## config.mk

```make
export PLATFORM = sky130hd
export DESIGN_NAME = add_sub_serial
export DESIGN_NICKNAME = d
export VERILOG_FILES = /design/src/rtl/add_sub_serial.sv
export SDC_FILE = /design/constraint.sdc
export NUM_CORES = 1
export LEC_CHECK = 0
export ABC_AREA = 1
export BUFFER_PORTS_ARGS = -buffer_cell sky130_fd_sc_hd__buf_2
export CAP_MARGIN = 20
export CORE_MARGIN = 8
export CORE_UTILIZATION = 54
export CTS_CLUSTER_DIAMETER = 80
export DETAILED_ROUTE_END_ITERATION = 16
export PLACE_DENSITY = 0.88
export RECOVER_POWER = 100
export SLEW_MARGIN = 0
export SYNTH_ARGS = -nofsm -noshare
export SYNTH_HDL_FRONTEND = slang
export SYNTH_SLANG_ARGS = --single-unit
```

## constraint.sdc

```tcl
create_clock -name clk -period 2.5 [get_ports clk]
set_input_delay 0.25 -clock clk [delete_from_list [all_inputs] [get_ports clk]]
set_output_delay 0.25 -clock clk [all_outputs]
set_load 0.005 [all_outputs]
```

## src/rtl/add_sub_serial.sv

```systemverilog
// Serial adder/subtractor: WIDTH-bit operands processed SLICE bits per clock, N = WIDTH/SLICE BUSY cycles.
// Latency N+1 cycles from accepted start to the done pulse; no backpressure, start is ignored while busy.
// Optional saturation of signed overflow when ADD_SUB_SAT_EN is defined.
module add_sub_serial #(
   parameter int WIDTH = 8,
   parameter int SLICE = 2
) (
   input  logic             clk,
   input  logic             rst,
   input  logic             start,
   input  logic [WIDTH-1:0] a,
   input  logic [WIDTH-1:0] b,
   input  logic             sub,
   output logic             busy,
   output logic             done,
   output logic [WIDTH-1:0] sum,
   output logic             cout,
   output logic             ovf,
   output logic             zero
);

   localparam int N  = WIDTH / SLICE;
   localparam int CW = (N > 1) ? $clog2(N) : 1;

   typedef enum logic [1:0] {
      IDLE = 2'd0,
      BUSY = 2'd1,
      DONE = 2'd2
   } state_t;

   state_t state, state_nxt;

   logic [WIDTH-1:0]       a_r, b_r, res_r;
   logic                   carry;
   logic                   a_msb_r, b_msb_r;
   logic [CW-1:0]          cnt;
   logic                   last;
   logic [SLICE:0]         slice_add;
   logic [WIDTH+SLICE-1:0] res_cat;
   logic [WIDTH-1:0]       res_nxt;
   logic                   ovf_nxt;
   logic [WIDTH-1:0]       sum_nxt;

   assign last      = (cnt == CW'(N - 1));
   assign slice_add = {1'b0, a_r[SLICE-1:0]} + {1'b0, b_r[SLICE-1:0]} + {{SLICE{1'b0}}, carry};
   // New slice enters at the top; after N slices the LSB slice has reached bit 0.
   assign res_cat   = {slice_add[SLICE-1:0], res_r};
   assign res_nxt   = res_cat[WIDTH+SLICE-1:SLICE];
   // Carry into the MSB is recovered as a ^ b ^ sum at the MSB.
   assign ovf_nxt   = a_msb_r ^ b_msb_r ^ res_nxt[WIDTH-1] ^ slice_add[SLICE];

`ifdef ADD_SUB_SAT_EN
   always_comb begin
      sum_nxt = res_nxt;
      if (ovf_nxt)
         sum_nxt = a_msb_r ? {1'b1, {(WIDTH-1){1'b0}}} : {1'b0, {(WIDTH-1){1'b1}}};
   end
`else
   assign sum_nxt = res_nxt;
`endif

   always_ff @(posedge clk) begin
      if (rst)
         state <= IDLE;
      else
         state <= state_nxt;
   end

   always_comb begin
      state_nxt = state;
      busy      = 1'b0;
      done      = 1'b0;
      case (state)
         IDLE: if (start) state_nxt = BUSY;
         BUSY: begin
            busy = 1'b1;
            if (last) state_nxt = DONE;
         end
         DONE: begin
            done      = 1'b1;
            state_nxt = IDLE;
         end
         default: state_nxt = IDLE;
      endcase
   end

   always_ff @(posedge clk) begin
      if (rst) begin
         a_r     <= '0;
         b_r     <= '0;
         res_r   <= '0;
         carry   <= 1'b0;
         a_msb_r <= 1'b0;
         b_msb_r <= 1'b0;
         cnt     <= '0;
         sum     <= '0;
         cout    <= 1'b0;
         ovf     <= 1'b0;
         zero    <= 1'b0;
      end else begin
         case (state)
            IDLE: if (start) begin
               a_r     <= a;
               b_r     <= b ^ {WIDTH{sub}};
               carry   <= sub;
               a_msb_r <= a[WIDTH-1];
               b_msb_r <= b[WIDTH-1] ^ sub;
               cnt     <= '0;
            end
            BUSY: begin
               a_r   <= a_r >> SLICE;
               b_r   <= b_r >> SLICE;
               carry <= slice_add[SLICE];
               res_r <= res_nxt;
               cnt   <= cnt + CW'(1);
               if (last) begin
                  sum  <= sum_nxt;
                  cout <= slice_add[SLICE];
                  ovf  <= ovf_nxt;
                  zero <= (sum_nxt == '0);
               end
            end
            default: ;
         endcase
      end
   end

endmodule

```

==> results of run 1 <==
-- power breakdown --
group          internal [mW]  switching, mW  leakage (nW)
sequential             0.671         0.0207         0.327
combinational         0.0685          0.110         0.556
clock                  0.214          0.234        0.0418
-- cells by family (layout without fill, tap and decap cells) --
family / after synthesis / after routing
compound gates: 34 / 34
flops: 40 / 40
buf+inv: 34 / 63
fa+ha+maj: 3 / 3
simple gates: 128 / 128
xor+xnor: 8 / 8
-- metrics by stage --
stage	cell area (um^2)	hold WS (ns)
2_1_floorplan	1852	0.3935
3_3_place_gp	1979	0.4446
3_5_place_dp	1979	0.4597
4_1_cts	2063	0.1073
5_1_grt	2028	0.1093
6_report	2028	0.1222
-- final timing paths --
path | end | slack [ns] | depth (start not counted)
max reg2reg | sum[2] | 0.52 | 5
min | a_r[6] | 0.12 | 3
max | sum[2] | 0.52 | 5
min reg2reg | cnt[0] | 0.48 | 1
-- tightest hold or removal path: cells and delay by family --
family                 cells  cell delay (ns)
AOI/OAI and AO/OA          1             0.05
buffers and inverters      1             0.09
and+or+nand+nor            1             0.05
-- final cells by class --
| cell class | instances | area share [%] |
|---|---|---|
| Clock inverter | 3 | 2.283 |
| Inverter | 22 | 4.072 |
| Multi-Input combinational cell | 173 | 41.70 |
| Tap cell | 46 | 2.838 |
| Clock buffer | 5 | 1.851 |
| Sequential cell | 40 | 39.48 |
| Timing Repair Buffer | 33 | 7.773 |
-- cells in the final DEF (no fill, tap or decap) --
cell	n
nand2_1	45
nor2_1	44
dfxtp_1	40
nand3_1	34
buf_2	24
inv_1	22
o21ai_0	16
a21oi_1	13
clkbuf_1	7
xnor2_1	6
clkbuf_4	5
nand2_2	4
a31oi_1	4
xor2_1	2
fa_1	2
nor2_4	1
a211oi_2	1
ha_1	1
clkinvlp_4	1
inv_6	1
bufinv_16	1
buf_1	1
buf_4	1
-- layer usage --
metal	routed length, um	vias up	share of wire [%]	track usage, %
li1	-	843	-	-
met1	1649	729	44	16.79
met2	1777	40	47	24.98
met3	269	10	7.1	5.256
met4	93	0	2.5	8.478
met5	0	-	0	0
-- registers in the layout (all words and copies together) (netlist names) --
name / flops
cnt: 2
zero: 1
a_r: 8
b_r: 8
b_msb_r: 1
ovf: 1
state: 2
carry: 1
a_msb_r: 1
cout: 1
sum: 8
res_r: 6
==> results.py, run 1 <==
metrics = {
    "cells_and_area": {
        "instances_no_fill": 322,
        "regArea_um2": 800.8,
        "fillerInstances": 324,
        "post-route-util_pct": 61.26,
        "final_nets": 298,
        "multiInputGateArea_um2": 845.8,
        "diodes": 0,
        "drive_gt1_share_pct": 14.13,
        "area_delta_synth_final_pct": 9.527,
    },
    "synth": {
        "synth_xor_area_share_pct": 3.784,
        "seq_area_frac_synth_pct": 43.24,
        "synth-compound-area-share_pct": 9.865,
        "avgSynthCellArea_um2": 7.497,
        "syn_inst": 247,
        "synth_area_um2": 1852,
        "ys_top_cells_by_area": "dfxtp_1 43%, nand3_1 9.2%, nand2_1 8.7%",
        "synthSimpleGateAreaFrac_pct": 30.54,
        "synth_top_area_share_pct": 43.24,
        "synth-seq-cells": 40,
        "synthAdderAreaFrac_pct": 2.838,
        "synthArstFlopShare_pct": 0,
        "synth_ff_type": "dfxtp_1",
        "synth_top_family_by_area": "simple AND/OR/NAND/NOR gates",
        "synth_commonest_cells": "43 x nand2_1, 42 x nor2_1, 40 x dfxtp_1, 34 x nand3_1, 20 x inv_1",
        "synth.distinct_cells": 23,
        "yosysMostFrequentCell": "nand2_1",
        "muxShareOfSynthArea_pct": 0,
        "yosys_warnings": 0,
        "syn-num-nets": 270,
        "yosysTopAreaCell": "dfxtp_1",
        "synth_enable_flop_cells": 0,
    },
    "setup_path": {
        "crit_top_cell": "nand2_1",
        "cpPeakStageDelay_ns": 0.58,
        "path_buf_inv": 1,
        "startpoint_type": "flip-flop",
        "cp.arrival_ns": 2.29,
        "cp_slowest_cell": "nor2_1",
        "cp-end-kind": "flip-flop",
        "worstPathCellList": "inv_1 -> nand2_1 -> nor2_1 -> nand2_1 -> o21ai_0",
        "crit_required_ns": 2.81,
        "critical_path_class": "reg -> reg",
        "startpoint": "state[1]",
        "critPathMaxFanout": 24,
        "cp_top_family": "simple AND/OR/NAND/NOR gates",
        "worstReg2RegStart": "state[1]",
    },
    "clocking": {
        "clk_pin_slew_ns": 0.14,
        "ctsRootBufferMaster": "clkbuf_4",
        "cts_buffers": 5,
        "post_cts_buffers": 0,
        "cts.sinks": 40,
        "cts_tree": "built",
        "clockBufferDepth": 2,
        "post_cts_resized": 0,
        "clock_latency_ns": 0.37,
        "ctsHoldBuffers": 0,
        "h-tree-depth": 2,
    },
    "place": {
        "hpwl_um": 2648,
        "post-place-ws_ns": 0.5860,
        "portBuffers": 32,
        "dp.cells": 314,
        "gp_congestion": 0.8585,
    },
    "min_path": {
        "hold_start": "a[6]",
        "hold_class": "in -> reg",
    },
    "timing": {
        "rsz0062_at_grt": "false",
        "setup_viol": 0,
        "drv_slew": 0,
        "fmax_ghz": 0.5043,
        "max-slew-margin-rel_pct": 50.61,
        "hold_viol": 0,
        "fin_tns_setup_ns": 0,
        "worstMarginPinSlew_ns": 0.7391,
        "min_period_ns": 1.983,
        "setup_ws_ns": 0.5172,
        "fin_crit_sh_pct": 79.31,
        "fin_worst_skew_ns": 0.01998,
    },
    "floorplan": {
        "die_area_um2": 5559,
        "floorplan.die.width_um": 74.56,
        "ios": 33,
        "start_util_pct": 55.93,
        "rows": 21,
        "coreArea_um2": 3311,
        "fp.dieH_um": 74.56,
    },
    "power": {
        "total_power_mw": 1.318,
        "leakage_nw": 0.9243,
        "ir_worst_vdd_v": 0.0004827,
        "p_per_area_nw_per_um2": 649.7,
    },
    "grt": {
        "grt_pass1_vias": 1564,
        "grt_max_degree": 25,
        "grt_pass1_wl_um": 6596,
        "grt_overflow": 0,
        "grt_use_total_pct": 15.23,
        "antenna_found_initial": 0,
    },
    "run_status": {
        "outcome": "complete, no violations",
    },
    "routing": {
        "drt-wirelength-per-cell_um": 11.77,
        "vias": 1622,
        "drt-initial-drc-count": 115,
        "post-route-drc-count": 0,
        "ant_nets": 0,
        "vias_per_cell": 5.037,
        "drtPass1Iterations": 5,
        "routed_wl_um": 3789,
    },
    "flow_run": {
        "drv_cap": 0,
    },
}
Note: power is estimated with default switching activity, not from simulation.
==> run 2, diff against run 1 <==
- clock period: 2.5 -> 1.85 ns (I/O delays scaled with it)
==> run 2 against run 1 <==
  * The flow now finishes with violations (negative setup slack)
  * Cell count up 2.2%
  * Hold slack got worse by 0.049 ns
  * Critical path depth rose by 3
  * Global-route usage grew 1.5 points
  * Total power grew 41%
==> results.py, run 2 (synthesized netlist as in run 1, its figures left out) <==
metrics = {
    "run_status": {
        "outcome": "finished with violations",
        "violations": "negative setup slack",
    },
    "routing": {
        "vias_per_cell": 5.170,
        "ant_nets": 0,
        "drt-initial-drc-count": 91,
        "drtPass1Iterations": 4,
        "vias": 1701,
        "routed_wl_um": 4282,
        "post-route-drc-count": 0,
        "drt-wirelength-per-cell_um": 13.02,
    },
    "setup_path": {
        "r2r_cells": 8,
        "startpoint_type": "flip-flop",
        "cp_slowest_cell": "fa_2",
        "worstReg2RegStart": "carry",
        "crit_required_ns": 2.16,
        "cpPeakStageDelay_ns": 0.57,
        "worstPathCellList": "inv_2 -> fa_2 -> fa_2 -> buf_4 -> nand3_2 -> nor2_2 -> nor2_1 -> nor2_1",
        "path_buf_inv": 2,
        "critPathMaxFanout": 3,
        "cp-end-kind": "flip-flop",
        "cp.arrival_ns": 2.22,
        "startpoint": "carry",
        "r2r_slack_ns": -0.06,
        "critical_path_class": "reg -> reg",
        "cp_top_family": "adder cells",
        "timing.rr.end": "zero",
    },
    "clocking": {
        "ctsRootBufferMaster": "clkbuf_4",
        "clockBufferDepth": 2,
        "cts_tree": "built",
        "clock_latency_ns": 0.36,
        "cts_buffers": 5,
        "clk_pin_slew_ns": 0.13,
        "ctsHoldBuffers": 0,
        "cts.sinks": 40,
        "h-tree-depth": 2,
    },
    "grt": {
        "grt_overflow": 0,
        "antenna_found_initial": 0,
        "grt_use_total_pct": 16.71,
        "grt_max_degree": 25,
        "grt_pass1_wl_um": 7189,
        "grt_pass1_vias": 1594,
    },
    "min_path": {
        "hold_end": "a_msb_r",
        "hold_start": "a[7]",
        "hold_class": "in -> reg",
        "whs_path_depth": 3,
    },
    "timing": {
        "holdWs_ns": 0.07295,
        "worstMarginPinSlew_ns": 0.4840,
        "max-slew-margin-rel_pct": 67.73,
        "fin_tns_setup_ns": -0.06823,
        "setup_viol": 2,
        "fin_crit_sh_pct": 103.2,
        "fmax_ghz": 0.5238,
        "setup_ws_ns": -0.05926,
        "min_period_ns": 1.909,
        "rsz0062_at_grt": "true",
        "fin_worst_skew_ns": 0.01386,
        "hold_viol": 0,
        "drv_slew": 0,
    },
    "power": {
        "ir_worst_vdd_v": 0.0009427,
        "internal-power_mw": 1.349,
        "comb_power_share_pct": 15.6,
        "clkPwrFrac_pct": 33.9,
        "p_seq_share_pct": 50.5,
        "p_per_area_nw_per_um2": 873.8,
        "p_switching_uw": 509.4,
        "swShare_pct": 27.41,
        "leakage_nw": 0.9721,
    },
    "floorplan": {
        "ios": 33,
        "rows": 21,
        "fp.dieH_um": 74.56,
        "coreArea_um2": 3311,
        "floorplan.die.width_um": 74.56,
        "die_area_um2": 5559,
        "start_util_pct": 55.93,
    },
    "cells_and_area": {
        "layout_common_cells": "42 x nand2_1, 41 x nor2_1, 37 x dfxtp_1",
        "final_nets": 305,
        "diodes": 0,
        "area_delta_synth_final_pct": 14.86,
        "final_common_cell": "nand2_1",
        "drive_gt1_share_pct": 21.20,
        "reg.largest.list": "a_r: 8 flops, b_r: 8 flops, sum: 8 flops",
        "fin_area_um2": 2127,
    },
    "place": {
        "gp_congestion": 0.8902,
        "hpwl_um": 2868,
        "portBuffers": 32,
        "place_area_um2": 2009,
    },
    "flow_run": {
        "drv_cap": 0,
    },
}
-- run 2: tightest hold or removal path, cell delays in order --
cell and delay [ns]:
buf_2 0.09, nand2_1 0.07, a21oi_1 0.06
-- run 2: repair_timing --
| action | 4_1_cts | 5_1_grt |
|---|---|---|
| gates resized for setup | 6 | 4 |
| pin swaps | 7 | 0 |
| setup endpoints to repair | 2 | 3 |
| setup buffers | 3 | 0 |
-- run 2: per-layer routing --
metal | wire (um) | track usage (%) | vias to the layer above
li1 | - | - | 859
met1 | 1794 | 18.85 | 776
met2 | 2131 | 28.27 | 59
met3 | 298 | 5.795 | 7
met4 | 58 | 6.087 | 0
met5 | 0 | 0 | -
-- run 2: power groups by stage --
stage          Combinational (mW)  Clock (mW)  Sequential [mW]
5_1_grt                     0.321       0.673            0.944
4_1_cts                     0.281       0.623            0.937
3_3_place_gp                0.252           0            0.954
3_5_place_dp                0.261           0            0.956
2_1_floorplan               0.204           0            0.949
6_report                    0.290       0.631            0.938
-- run 2: cell type report --
class                   instances  area, um^2
fillers                       302        1184
multi-input cells             173       885.9
flip-flops and latches         40       804.5
repair buffers                 40       206.4
inverters                      22       82.58
well taps                      46       57.56
clock buffers                   6       51.30
clock inverters                 2       38.79
-- run 2: worst max-delay path by stage --
stage	cells past startpoint	slack [ns]	to
2_1_floorplan	10	0.04	ovf
3_3_place_gp	10	0.03	ovf
3_5_place_dp	8	-0.04	zero
4_1_cts	8	-0.02	zero
5_1_grt	8	-0.15	zero
6_report	8	-0.06	zero
-- run 2: stage by stage --
stage / utilization [%] / worst slack [ns] / instances / power, mW
final: 64.25 / -0.05926 / 329 / 1.859
after floorplan: - / 0.04442 / 247 / 1.153
after detailed placement: 60.70 / -0.03974 / 318 / 1.217
after CTS: 64.47 / -0.01629 / 329 / 1.841
after global routing: 64.25 / -0.1458 / 329 / 1.939
after global placement: 60.70 / 0.03234 / 318 / 1.206
==> run 3, diff against run 2 <==
- ABC_AREA: 1 -> 0
- HOLD_SLACK_MARGIN: default -> 0.08
==> run 3 against run 2 <==
  * Non-clock buffer count decreased by 3
  * Clock power decreased by 9.8%
  * Fmax increased by 3.8%
  * Combinational power decreased by 5%
  * The flow now finishes without violations
  * Via count decreased by 13%
  * Sequential cell count unchanged
  * Clock skew increased by 0.0017 ns
  * Hold slack improved by 0.025 ns
  * Setup slack improved by 0.069 ns
  * Critical endpoint is now ovf
  * Total power decreased by 4.0%
  * Die area decreased by 3.7%
  * Sequential share of layout area increased by 1.7 points
==> results.py, run 3 <==
metrics = {
    "timing": {
        "rsz0062_at_grt": "true",
        "drv_slew": 0,
        "fin_tns_setup_ns": 0,
        "hold_viol": 0,
        "fin_worst_skew_ns": 0.01555,
        "fmax_ghz": 0.5434,
        "worstMarginPinSlew_ns": 0.5418,
        "fin_crit_sh_pct": 99.47,
        "setup_viol": 0,
        "min_period_ns": 1.840,
        "max-slew-margin-rel_pct": 63.88,
    },
    "clocking": {
        "cts_buffers": 5,
        "cts_tree": "built",
        "cts.sinks": 40,
        "clock_latency_ns": 0.34,
        "h-tree-depth": 2,
        "ctsHoldBuffers": 0,
        "clk_pin_slew_ns": 0.12,
        "ctsRootBufferMaster": "clkbuf_4",
        "clockBufferDepth": 2,
    },
    "synth": {
        "synth.distinct_cells": 38,
        "synth_ff_type": "dfxtp_1",
        "avgSynthCellArea_um2": 8.783,
        "yosys_warnings": 0,
        "synthSimpleGateAreaFrac_pct": 17.43,
        "syn-num-nets": 224,
        "synth_xor_area_share_pct": 5.457,
        "synthAdderAreaFrac_pct": 2.977,
        "seq_area_frac_synth_pct": 45.36,
        "muxShareOfSynthArea_pct": 0,
        "synthArstFlopShare_pct": 0,
        "synth_top_family_by_area": "compound AO/OA/AOI/OAI gates",
        "synth_top_area_share_pct": 45.36,
        "synth_commonest_cells": "40 x dfxtp_1, 27 x nand2_1, 22 x nor2_1, 20 x a21oi_1",
        "syn_inst": 201,
        "synth-seq-cells": 40,
        "yosysMostFrequentCell": "dfxtp_1",
        "synth_area_um2": 1765,
        "synth_enable_flop_cells": 0,
        "ys_top_cells_by_area": "dfxtp_1 45%, nand2_1 5.7%, a21oi_1 5.7%",
        "synth-compound-area-share_pct": 21.90,
        "yosysTopAreaCell": "dfxtp_1",
    },
    "floorplan": {
        "rows": 20,
        "die_area_um2": 5355,
        "ios": 33,
        "floorplan.die.width_um": 73.18,
        "start_util_pct": 57.36,
        "fp.dieH_um": 73.18,
        "coreArea_um2": 3078,
    },
    "setup_path": {
        "cp.arrival_ns": 2.09,
        "crit_required_ns": 2.10,
        "critPathMaxFanout": 3,
        "worstReg2RegStart": "carry",
        "cp_top_family": "adder cells",
        "cp_slowest_cell": "fa_2",
        "path_buf_inv": 1,
        "timing.rr.end": "ovf",
        "startpoint_type": "flip-flop",
        "worstPathCellList": "inv_2 -> fa_2 -> fa_2 -> xnor2_1 -> xnor2_1 -> a211oi_1",
        "critical_path_class": "reg -> reg",
        "r2r_cells": 6,
        "cp-end-kind": "flip-flop",
        "cpPeakStageDelay_ns": 0.56,
        "r2r_slack_ns": 0.01,
    },
    "grt": {
        "grt_overflow": 0,
        "grt_pass1_wl_um": 6230,
        "grt_use_total_pct": 14.41,
        "antenna_found_initial": 0,
        "grt_pass1_vias": 1462,
        "grt_max_degree": 32,
    },
    "place": {
        "gp_congestion": 0.8038,
        "place_area_um2": 1927,
        "hpwl_um": 2604,
        "portBuffers": 32,
    },
    "cells_and_area": {
        "fillerInstances": 266,
        "drive_gt1_share_pct": 22.84,
        "multiInputGateArea_um2": 863.3,
        "fin_area_um2": 2031,
        "final_common_cell": "dfxtp_1",
        "reg.largest.list": "a_r: 8 flops, b_r: 8 flops, sum: 8 flops",
        "layout_common_cells": "38 x dfxtp_1, 30 x buf_2, 27 x nand2_1",
        "area_delta_synth_final_pct": 15.02,
        "diodes": 0,
        "final_nets": 254,
        "regArea_um2": 803.3,
    },
    "min_path": {
        "hold_start": "a[7]",
        "whs_path_depth": 3,
        "hold_class": "in -> reg",
        "hold_end": "a_r[7]",
    },
    "routing": {
        "ant_nets": 0,
        "post-route-drc-count": 0,
        "routed_wl_um": 3634,
        "drt-wirelength-per-cell_um": 13.17,
        "drtPass1Iterations": 4,
        "drt-initial-drc-count": 67,
        "vias": 1480,
        "vias_per_cell": 5.362,
    },
    "power": {
        "leakage_nw": 0.8110,
        "p_per_area_nw_per_um2": 878.4,
        "ir_worst_vdd_v": 0.0005262,
    },
    "flow_run": {
        "drv_cap": 0,
    },
    "run_status": {
        "outcome": "complete, no violations",
    },
}
[run 3: cell count changes after synthesis, moves of 10 or more]
cell	before	now
o21ai_0	16	6
nand3_1	34	1
nor2_1	42	22
inv_1	20	9
nand2_1	43	27
[run 3: tightest hold or removal path, cell delays in order]
cell,delay (ns)
buf_2,0.10
nand2_1,0.06
a21oi_1,0.06
[run 3: how the worst max path moves through the flow]
stage	from	endpoint	slack [ns]	cells past startpoint
4_1_cts	carry	zero	-0.06	6
2_1_floorplan	a_r[0]	ovf	0.01	6
6_report	carry	ovf	0.01	6
3_5_place_dp	a_r[0]	ovf	-0.08	6
5_1_grt	carry	ovf	-0.1	6
3_3_place_gp	a_r[0]	zero	-0.02	6
[run 3: routing by layer]
layer  up-vias  GRT usage, %  part of all wire [%]
met5         -             0                     0
met4         0         4.889                  0.61
met3         4         3.846                   5.4
met2        37         24.73                    48
met1       678         16.73                    46
li1        761             -                     -
[run 3: cells by family after synthesis]
family | Yosys count
buf+inv | 24
simple gates | 66
xor+xnor | 11
flops | 40
fa+ha+maj | 3
compound gates | 57
[run 3: per-stage QoR]
| step | hold WS, ns | cells | power, mW | utilization (%) | setup WS, ns |
|---|---|---|---|---|---|
| after CTS | 0.08302 | 276 | 1.777 | 65.81 | -0.06051 |
| final | 0.09772 | 276 | 1.784 | 65.98 | 0.009821 |
| after global placement | 0.4266 | 267 | 1.202 | 62.60 | -0.02411 |
| after floorplan | 0.3333 | 201 | 1.143 | - | 0.01202 |
| after global routing | 0.1132 | 276 | 1.875 | 65.98 | -0.09898 |
| after detailed placement | 0.4448 | 267 | 1.209 | 62.60 | -0.08210 |
[run 3: where the power goes]
part	switching, mW	leakage [nW]	internal (mW)
logic	0.141	0.442	0.135
registers	0.0306	0.327	0.908
clock network	0.287	0.0412	0.282
total	0.459	0.811	1.32
[run 3: repair_timing]
item	4_1_cts	5_1_grt
resized for setup	5	2
endpoints found under the setup margin	2	2
pin swaps	4	2
buffers inserted	1	0
[run 3: final cells by class]
| class | count | share of cell area, % |
|---|---|---|
| repair buffers | 37 | 9.427 |
| flip-flops and latches | 40 | 39.56 |
| inverters | 10 | 1.848 |
| clock buffers | 5 | 1.848 |
| multi-input cells | 137 | 42.51 |
| clock inverters | 3 | 2.095 |
| well taps | 44 | 2.711 |
